$ cat src/rtl/branch_predictor_param.sv
// -----------------------------------------------------------------------------
// branch_predictor_param
//
// Dynamic branch predictor for Fetch: a direct-mapped, tagged BTB alongside a
// table of 2-bit saturating direction counters (BHT). The index can be
// optionally hashed with the global history (gshare). Lookup is purely
// combinational. Decode writes back resolved branches, and the block keeps
// saturating performance counters.
//
// Ports
//   clk          clock
//   rst          synchronous, active-low reset
//   lookup_pc    PC fetched this cycle
//   pred_taken   predicted taken (BTB hit and counter MSB set)
//   pred_hit     BTB entry valid and tag matches
//   pred_state   BHT counter at the lookup index
//   pred_target  BTB target when predicted taken, else lookup_pc+2
//   upd_valid    resolved branch from Decode this cycle
//   upd_pc       PC of the resolved branch
//   upd_taken    resolved direction
//   upd_target   resolved target
//   upd_mispred  Decode flagged a misprediction
//   flush        invalidate all BTB entries and clear history
//   ghr          global history register (LSB = newest outcome)
//   cnt_branches resolved branch count (saturating)
//   cnt_mispred  misprediction count (saturating)
// -----------------------------------------------------------------------------
module branch_predictor_param #(
    parameter int PC_W   = 16,
    parameter int IDX_W  = 4,
    parameter int TAG_W  = 8,
    parameter int GSHARE = 0,
    parameter int CNT_W  = 16
) (
    input  logic             clk,
    input  logic             rst,
    input  logic [PC_W-1:0]  lookup_pc,
    output logic             pred_taken,
    output logic             pred_hit,
    output logic [1:0]       pred_state,
    output logic [PC_W-1:0]  pred_target,
    input  logic             upd_valid,
    input  logic [PC_W-1:0]  upd_pc,
    input  logic             upd_taken,
    input  logic [PC_W-1:0]  upd_target,
    input  logic             upd_mispred,
    input  logic             flush,
    output logic [IDX_W-1:0] ghr,
    output logic [CNT_W-1:0] cnt_branches,
    output logic [CNT_W-1:0] cnt_mispred
);

    localparam int DEPTH = 1 << IDX_W;

    // Table state
    logic [DEPTH-1:0]            btb_valid_q, btb_valid_d;
    logic [DEPTH-1:0][TAG_W-1:0] btb_tag_q,   btb_tag_d;
    logic [DEPTH-1:0][PC_W-1:0]  btb_tgt_q,   btb_tgt_d;
    logic [DEPTH-1:0][1:0]       bht_q,       bht_d;
    logic [IDX_W-1:0]            ghr_q,       ghr_d;
    logic [CNT_W-1:0]            cnt_br_q,    cnt_br_d;
    logic [CNT_W-1:0]            cnt_mp_q,    cnt_mp_d;

    // History contribution to the index; zero in plain PC-indexed mode.
    logic [IDX_W-1:0] hist_mix;
    logic [IDX_W-1:0] lk_idx, upd_idx;
    logic [TAG_W-1:0] lk_tag, upd_tag;
    logic             btb_wr;

    assign hist_mix = (GSHARE != 0) ? ghr_q : '0;
    assign lk_idx   = lookup_pc[IDX_W:1] ^ hist_mix;
    assign upd_idx  = upd_pc[IDX_W:1] ^ hist_mix;
    // The tag is always raw PC bits so gshare aliasing is still detected.
    assign lk_tag   = lookup_pc[IDX_W+TAG_W:IDX_W+1];
    assign upd_tag  = upd_pc[IDX_W+TAG_W:IDX_W+1];

    // Only the high/low PC bits outside index+tag go unused here.
    logic unused_pc_bits;
    assign unused_pc_bits = ^{lookup_pc, upd_pc};

    // ---------------- Lookup (combinational, no bypass) ----------------
    assign pred_hit    = btb_valid_q[lk_idx] && (btb_tag_q[lk_idx] == lk_tag);
    assign pred_state  = bht_q[lk_idx];
    assign pred_taken  = pred_hit & pred_state[1];
    assign pred_target = pred_taken ? btb_tgt_q[lk_idx] : lookup_pc + PC_W'(2);

    assign ghr          = ghr_q;
    assign cnt_branches = cnt_br_q;
    assign cnt_mispred  = cnt_mp_q;

    // A flush in the same cycle drops the BTB allocation; reset ignores it.
    assign btb_wr = rst & upd_valid & upd_taken & ~flush;

    // ---------------- Per-entry next state ----------------
    for (genvar gi = 0; gi < DEPTH; gi++) begin : g_entry
        logic sel;
        assign sel = (upd_idx == IDX_W'(gi));

        // BHT updates even when a flush coincides with the update.
        assign bht_d[gi] = !(upd_valid && sel) ? bht_q[gi] :
                           upd_taken ? ((bht_q[gi] == 2'b11) ? 2'b11 : bht_q[gi] + 2'b01)
                                     : ((bht_q[gi] == 2'b00) ? 2'b00 : bht_q[gi] - 2'b01);

        assign btb_valid_d[gi] = flush          ? 1'b0 :
                                 (btb_wr && sel) ? 1'b1 : btb_valid_q[gi];
        assign btb_tag_d[gi]   = (btb_wr && sel) ? upd_tag    : btb_tag_q[gi];
        assign btb_tgt_d[gi]   = (btb_wr && sel) ? upd_target : btb_tgt_q[gi];
    end

    // ---------------- History and performance counters ----------------
    always_comb begin
        ghr_d    = ghr_q;
        cnt_br_d = cnt_br_q;
        cnt_mp_d = cnt_mp_q;
        if (upd_valid) begin
            ghr_d = {ghr_q[IDX_W-2:0], upd_taken};
            if (cnt_br_q != '1) cnt_br_d = cnt_br_q + CNT_W'(1);
            if (upd_mispred && (cnt_mp_q != '1)) cnt_mp_d = cnt_mp_q + CNT_W'(1);
        end
        if (flush) ghr_d = '0;
    end

    always_ff @(posedge clk) begin
        if (!rst) begin
            btb_valid_q <= '0;
            bht_q       <= {DEPTH{2'b01}};
            ghr_q       <= '0;
            cnt_br_q    <= '0;
            cnt_mp_q    <= '0;
        end else begin
            btb_valid_q <= btb_valid_d;
            bht_q       <= bht_d;
            ghr_q       <= ghr_d;
            cnt_br_q    <= cnt_br_d;
            cnt_mp_q    <= cnt_mp_d;
        end
    end

    // Tag/target payload needs no reset: it is qualified by the valid bits.
    always_ff @(posedge clk) begin
        btb_tag_q <= btb_tag_d;
        btb_tgt_q <= btb_tgt_d;
    end

endmodule
$ cat config.mk
export PLATFORM = sky130hd
export DESIGN_NAME = branch_predictor_param
export DESIGN_NICKNAME = d
export VERILOG_FILES = /design/src/rtl/branch_predictor_param.sv
export SDC_FILE = /design/constraint.sdc
export NUM_CORES = 1
export LEC_CHECK = 0
export ABC_AREA = 1
export ABC_CLOCK_PERIOD_IN_PS = 6400
export CAP_MARGIN = 20
export CORE_UTILIZATION = 40
export DETAILED_ROUTE_END_ITERATION = 8
export MAX_ROUTING_LAYER = met4
export SYNTH_ARGS = -nofsm -noshare
export SYNTH_HDL_FRONTEND = slang
export SYNTH_SLANG_ARGS = --single-unit
$ cat constraint.sdc
create_clock -name clk -period 6.4 [get_ports clk]
set_input_delay 1.92 -clock clk [delete_from_list [all_inputs] [get_ports clk]]
set_output_delay 1.92 -clock clk [all_outputs]
set_load 0.02 [all_outputs]
==> summary.md, run 1 <==
| Metric | Value |
|---|---|
| RSZ-0062 raised after global routing | `false` |
| Antenna violations before repair | `1` |
| Die Ht | `227 microns` |
| Clock sinks | `468` |
| Area grow syn2layout | `19.7%` |
| Clock network power share | `43.0%` |
| Row count | `81` |
| Starting density of the core | `40.9%` |
| Clk Latency, worst-skew pair | `600 ps` |
| Finished Layout Cells | `2842` |
| Die Wd | `227 microns` |
| I/O pins | `110` |
| Switching power | `0.00151 W` |
| Worst-path maximum fanout | `10` |
| Clock-pin slew on the worst setup and hold paths | `60 ps` |
| Synth warn | `0` |
| GR Util All Layers | `22.7%` |
| Reg2reg end | `cnt_mispred[14]$_SDFFE_PN0P_` |
| Largest net degree at the start of global routing | `87` |
| Hold depth | `2` |
| R2R depth | `11` |
| Hold_sp | `btb_valid_q[15]$_SDFFE_PP0P_` |
| First-pass GRT wire length | `85.1 mm` |
| Reg2Reg Launch Point | `cnt_mispred[8]$_SDFFE_PN0P_` |
| Worst VDD drop | `0.238 mV` |
| Critical path's top delay family | `buffers and inverters` |
| Fillcell total | `4515` |
| Bufs and invs on worst path | `6` |
| Crit Path Category | `in -> out` |
| CTS H-tree lvls | `2` |
| Starting DRC count in detailed routing | `1234` |
| Register bit total from synthesis | `468` |
| Min Tclk post-route | `6220 ps` |
| Flop pwr share | `49.8%` |
| Via count | `15200` |
| Most instantiated library cell after synthesis | `edfxtp_1` |
| CTS Hold Bufs | `0` |
| Maxcap violations | `0` |
| Sw Ratio | `22.6%` |
| Slew margin rel. | `34.3%` |
| Startpoint types | `input port` |
| Finished Core Util | `48.9%` |
| Synth top cells by count | `edfxtp_1 (384), nand2_1 (382), nor2_1 (271)` |
| Design area | `24100 sq um` |
| Worst clock skew | `5.37 ps` |
| Status | `finished, final reports clean` |
| Tightest Pin Transition | `984 ps` |
| Post-synthesis cell type count | `36` |
| DP Cell Count | `2753` |
| Postcts setup bufs | `0` |
| Cell mode on critical path | `nand2_1` |
| Avg Cell Area, Syn | `10.1 sq um` |
| Maximum root-to-sink buffer count | `3` |
| Crit-path max cell delay | `610 ps` |
| Hold Vio Cnt, Final | `0` |
| Slew Viols, Final | `0` |
| CP Capture Type | `output port` |
| Ys flop type | `edfxtp_1` |
| Ys async rst share | `0%` |
| RD Place Congestion | `0.905` |
| Reg2reg setup slack | `4330 ps` |
| Post-synth EDFFs | `384` |
| Final Power | `0.00667 W` |
| Die area | `51300 sq um` |
| Area fraction of the dominant cell type after synthesis | `57.2%` |
| Arr. time, crit path | `4300 ps` |
| Area post-placement | `22500 sq um` |
| DRT Wirelength | `55.7 mm` |
| Core area | `49400 sq um` |
| Antenna viol nets, final | `0` |
| Vias per cell | `5.34` |
| Vias in the first global route | `14400` |
| 1st-pass router iterations | `5` |
| Pint | `0.00516 W` |
| Worst Hold End | `btb_valid_q[15]$_SDFFE_PP0P_` |
| Register area | `13200 sq um` |
| Leak | `9.01 nW` |
| HP Class | `reg -> reg` |
| Worst path depth | `15` |
| Highest-delay cell along the critical path | `clkdlybuf4s50_1` |
| Fin crit share | `97.2%` |
| Total gr overflow | `0` |
| Setup TNS | `0 ps` |
| Post-Syn Instances | `1998` |
| # nets final | `2198` |
| Drt drc | `0` |
| Cts bufs inserted | `50` |
| Root Driver | `clkbuf_16` |
| WL per Instance | `19.6 microns` |
| Synth area leader | `edfxtp_1` |
| Sequential fraction of the synthesis area | `65.5%` |
| Syn nets | `2055` |
| Comb power frac | `7.3%` |
| Critical Path RT | `4480 ps` |
| DP Wirelength | `33.3 mm` |
| CTS tree | `yes` |
| Final Setup Violations | `0` |
| Share of layout cells above drive strength 1 | `8.63%` |
| Fmax | `161 MHz` |
| Post-synthesis instance area | `20200 sq um` |
| Critical Path, Cell by Cell | `dlygate4sd2_1 -> inv_1 -> nor2_4 -> buf_12 -> nand2_1 -> nand2_1 -> inv_2 -> nand3_1 -> nand2_1 -> nor2_1 -> nand2_1 -> nor2_2 -> buf_12 -> and2_1 -> clkdlybuf4s50_1` |
| Port bufs | `105` |
| Pwr per Cell Area | `276 nW/um^2` |
| Top post-synthesis cells by area | `edfxtp_1 (57%), dfxtp_1 (8.3%), nand2_1 (7.1%)` |
| Ant. Diodes | `0` |
| Multi-input gate area | `5850 sq um` |
cells in the final DEF (no fill, tap or decap), drive strengths merged, types with 2 or more instances in the layout:
| cell | instances |
|---|---|
| a21oi | 53 |
| a31oi | 16 |
| buf | 93 |
| bufinv | 5 |
| clkbuf | 64 |
| clkdlybuf4s50 | 84 |
| clkinv | 19 |
| dfxtp | 84 |
| dlygate4sd2 | 7 |
| dlymetal6s2s | 11 |
| edfxtp | 384 |
| ha | 3 |
| inv | 179 |
| nand2 | 382 |
| nand3 | 133 |
| nand4 | 19 |
| nor2 | 274 |
| nor3 | 19 |
| nor3b | 3 |
| nor4 | 3 |
| o211ai | 6 |
| o21ai | 249 |
| o221ai | 28 |
| o22ai | 38 |
| xnor2 | 2 |
| xor2 | 13 |
worst register-to-register path, cell delays in order, from the launching register on:
cell,delay (ps)
dfxtp_1,400
nand4_1,190
nor2_1,280
nand4_1,120
nand3_1,180
inv_1,140
nand2_1,160
inv_1,100
nand2_1,130
nor3_1,60
o21ai_0,140
nor2_1,50
metal layers:
| layer | up-vias | share of wire [%] | track usage (%) |
|---|---|---|---|
| met3 | 86 | 6.1 | 3.19 |
| met5 | - | 0 | - |
| li1 | 7185 | - | - |
| met1 | 7403 | 44 | 30.3 |
| met4 | 0 | 2.3 | 6.97 |
| met2 | 494 | 47 | 36.1 |
state kept, by name, indices dropped and copies added (netlist names):
register	count
cnt_branches	16
btb_valid_q	16
btb_tgt_q	256
ghr	4
bht_q	32
cnt_mispred	16
btb_tag_q	128
repair_timing:
action	4_1_cts	5_1_grt
gates cloned	0	0
endpoints found under the setup margin	18	13
resized for setup	7	14
pin swaps	0	0
metrics by stage:
step                      setup WS [ps]  hold WS (ps)
final                               180           468
after detailed placement           -232           454
after global placement             -279           445
after global routing              0.400           473
after floorplan                    1000           435
after CTS                          14.8           468
layout make-up:
type / count / share of cell area [%]
Inverter: 179 / 2.82
Clock inverter: 25 / 1.07
Tap cell: 664 / 3.44
Sequential cell: 468 / 54.8
Multi-Input combinational cell: 1247 / 24.2
Timing Repair Buffer: 195 / 8.10
Clock buffer: 64 / 5.58
power by group through the flow:
stage | combinational, W | clock (W) | sequential, W
6_report | 0.000486 | 0.00286 | 0.00332
2_1_floorplan | 0.000261 | 0 | 0.00338
3_5_place_dp | 0.000485 | 0 | 0.00338
5_1_grt | 0.000533 | 0.00303 | 0.00332
3_3_place_gp | 0.000477 | 0 | 0.00338
4_1_cts | 0.000485 | 0.00291 | 0.00332
worst max path at each step:
stage / startpoint / to
detailed placement: lookup_pc[4] / pred_target[3]
global route: lookup_pc[1] / pred_hit
floorplan: lookup_pc[2] / pred_target[14]
CTS: lookup_pc[2] / pred_target[9]
finish: lookup_pc[4] / pred_hit
global placement: lookup_pc[4] / pred_target[3]
cell families (layout without fill, tap and decap cells):
logic type	count (synthesis)	in the layout	share of synthesized area [%]
xor gates and xnor gates	15	15	0.652
buffers and inverters	283	463	5.93
DFF	468	468	65.5
AOI/OAI and AO/OA	393	393	10.7
and+or+nand+nor	836	836	17.0
adders and majority gates	3	3	0.186
Note: power is estimated with default switching activity, not from simulation.
==> run 2, diff against run 1 <==
- SKIP_LAST_GASP: not set -> 1
==> results of run 2 <==
Same layout as run 1: the final DEF is identical, and so are final timing and power.
==> run 3, diff against run 2 <==
- GPL_TIMING_DRIVEN: not set -> 0
==> run 3 against run 2 <==
Effect of this change:
- worst hold slack got worse by 1.1 ps
- cell area increased by 0.89%
- non-clock buffer count up 44
- utilization grew 0.44 points
- maximum frequency shrank 1.7%
- cell count is 1.6% higher
- power increased by 0.61%
- critical path depth fell by 5
- clock power barely moved
- register-to-register slack is essentially flat
- first-iteration DRC count is 20% higher
- die area stayed put
==> summary.md, run 3 (synthesized netlist as in run 1, its figures left out) <==
| Metric | Value |
|---|---|
| Comb power frac | `7.7% (+0.4 points)` |
| Pwr per Cell Area | `275 nW/um^2 (-0.28%)` |
| Fin worst setup slack | `71.4 ps (-108 ps)` |
| Starting DRC count in detailed routing | `1476 (+20%)` |
| Die Wd | `227 microns (unchanged)` |
| Area grow syn2layout | `20.7%` |
| Clock-pin slew on the worst setup and hold paths | `60 ps (about the same)` |
| Critical path's top delay family | `buffers and inverters` |
| Clock network power share | `42.8% (-0.2 points)` |
| Hold Vio Cnt, Final | `0 (unchanged)` |
| Vias in the first global route | `15000 (+4.0%)` |
| Clk Latency, worst-skew pair | `610 ps (about the same)` |
| Pint | `0.00512 W (-0.67%)` |
| Most common cell after layout, fill and taps aside | `edfxtp_1` |
| Max reg flops | `256 (unchanged)` |
| Die Ht | `227 microns (unchanged)` |
| Final Setup Violations | `0 (unchanged)` |
| Cts bufs inserted | `50 (unchanged)` |
| Crit Path Category | `in -> out` |
| CTS Hold Bufs | `0 (unchanged)` |
| Leak | `9.02 nW (+0.11%)` |
| Worst VDD drop | `0.198 mV (-17%)` |
| Critical Path, Cell by Cell | `clkdlybuf4s50_1 -> inv_1 -> nor2_4 -> buf_4 -> clkbuf_1 -> nand2_1 -> nand3_2 -> nand4_1 -> nand2_1 -> clkdlybuf4s15_2` |
| Most frequent cells in the layout | `edfxtp_1 (384), nand2_1 (374), nor2_1 (260)` |
| DP Wirelength | `41.9 mm (+26%)` |
| Sw Ratio | `23.6% (+0.98 points)` |
| Critical Path RT | `4480 ps (about the same)` |
| Startpoint types | `input port` |
| DRT Wirelength | `61.4 mm (+10%)` |
| Flop pwr share | `49.5% (-0.3 points)` |
| Port bufs | `103 (-1.9%)` |
| First-pass GRT wire length | `91.9 mm (+8.0%)` |
| Fin crit share | `98.9% (+1.7 points)` |
| Crit-path max cell delay | `500 ps (-110 ps)` |
| I/O pins | `110 (unchanged)` |
| RD Place Congestion | `0.886 (-2.0%)` |
| Drt drc | `0 (unchanged)` |
| # nets final | `2242 (+2.0%)` |
| Root Driver | `clkbuf_16` |
| Clock sinks | `468 (unchanged)` |
| Total gr overflow | `0 (unchanged)` |
| Worst-path maximum fanout | `10 (unchanged)` |
| Slew margin rel. | `26.5% (-7.8 points)` |
| Share of layout cells above drive strength 1 | `10.9% (+2.2 points)` |
| 1st-pass router iterations | `6 (+1)` |
| Core area | `49400 sq um (unchanged)` |
| Antenna viol nets, final | `0 (unchanged)` |
| Slew Viols, Final | `0 (unchanged)` |
| Starting density of the core | `40.9% (unchanged)` |
| Biggest regs | `btb_tgt_q x256, btb_tag_q x128, bht_q x32` |
| GR Util All Layers | `24.9% (+2.1 points)` |
| Status | `finished, final reports clean` |
| DP Cell Count | `2786 (+1.2%)` |
| Via count | `15700 (+3.2%)` |
| Finished Layout Cells | `2888 (+1.6%)` |
| Vias per cell | `5.42 (+1.6%)` |
| Biggest register | `btb_tgt_q` |
| CTS H-tree lvls | `2 (unchanged)` |
| Tightest Pin Transition | `1100 ps (+118 ps)` |
| HP Class | `reg -> reg` |
| Largest net degree at the start of global routing | `26 (-70%)` |
| Bufs and invs on worst path | `5 (-1)` |
| Ant. Diodes | `0 (unchanged)` |
| CP Capture Type | `output port` |
| WL per Instance | `21.3 microns (+8.5%)` |
| Switching power | `0.00158 W (+5.0%)` |
| Antenna violations before repair | `0 (-1)` |
| Worst clock skew | `5.27 ps (-0.0960 ps)` |
| Die area | `51300 sq um (unchanged)` |
| Cell mode on critical path | `nand2_1` |
| Maximum root-to-sink buffer count | `3 (unchanged)` |
| Finished Core Util | `49.3% (+0.44 points)` |
| Row count | `81 (unchanged)` |
| CTS tree | `yes` |
| Highest-delay cell along the critical path | `clkdlybuf4s50_1` |
| Maxcap violations | `0 (unchanged)` |
| Arr. time, crit path | `4410 ps (+110 ps)` |
| Min Tclk post-route | `6330 ps (+108 ps)` |
| Place WS | `-1140 ps (-907 ps)` |
| Fmax | `158 MHz (-1.7%)` |
## run 3: cell count changes in the layout (fill, tap and decap cells not counted), sizes merged, moves of 2 or more
cell | previous run | this run
clkbuf | 64 | 128
dlymetal6s2s | 11 | 0
clkdlybuf4s15 | 0 | 3
clkdlybuf4s50 | 84 | 81
dlygate4sd2 | 7 | 4
buf | 93 | 91
## run 3: worst min-delay path: cells and delay by family (launching register included)
family	cells	cell delay, ps
flops	1	320
simple gates	2	110
## run 3: layout make-up
type,instances,area [sq um]
plain buffers,103,658
multi-input cells,1247,5940
inverters,179,677
flip-flops and latches,468,13200
well taps,664,831
fillers,4482,25000
clock buffers,68,1360
clock inverters,23,250
repair buffers,136,1420
## run 3: final timing paths
path,endpoint,slack (ps),cells past startpoint,start
max,pred_target[11],70,10,lookup_pc[4]
min,btb_valid_q[15]$_SDFFE_PP0P_,470,2,btb_valid_q[15]$_SDFFE_PP0P_
max reg2reg,cnt_branches[15]$_SDFFE_PN0P_,4330,11,cnt_branches[1]$_SDFFE_PN0P_
min reg2reg,btb_valid_q[15]$_SDFFE_PP0P_,470,2,btb_valid_q[15]$_SDFFE_PP0P_
## run 3: repair_timing
action | in CTS | in global routing
pin swaps | 5 | 7
endpoints found under the setup margin | 20 | 18
resized for setup | 134 | 36
buffers inserted | 9 | 3
cloned | 0 | 0
## run 3: metal layers
| layer | global-route usage (%) | part of all wire [%] | up-vias |
|---|---|---|---|
| met3 | 3.01 | 7.8 | 128 |
| met1 | 33.4 | 43 | 7551 |
| met2 | 38.8 | 46 | 694 |
| li1 | - | - | 7280 |
| met5 | - | 0 | - |
| met4 | 9.33 | 3.1 | 0 |
## run 3: per-stage QoR
step / setup TNS, ps / total power [W] / hold WS [ps] / instance area (sq um)
finish: 0 / 0.00671 / 467 / 24300
floorplan: 0 / 0.00364 / 435 / 20200
CTS: 0 / 0.00673 / 469 / 24300
global route: -3.92 / 0.00689 / 488 / 24300
global placement: -245370 / 0.00386 / 446 / 22000
detailed placement: -19360 / 0.00387 / 456 / 22500
## run 3: power by group through the flow
stage	clock [W]	combinational, W	sequential (W)
floorplan	0	0.000261	0.00338
global placement	0	0.000482	0.00338
detailed placement	0	0.000494	0.00338
CTS	0.00290	0.000508	0.00332
global route	0.00301	0.000561	0.00332
finish	0.00287	0.000518	0.00332
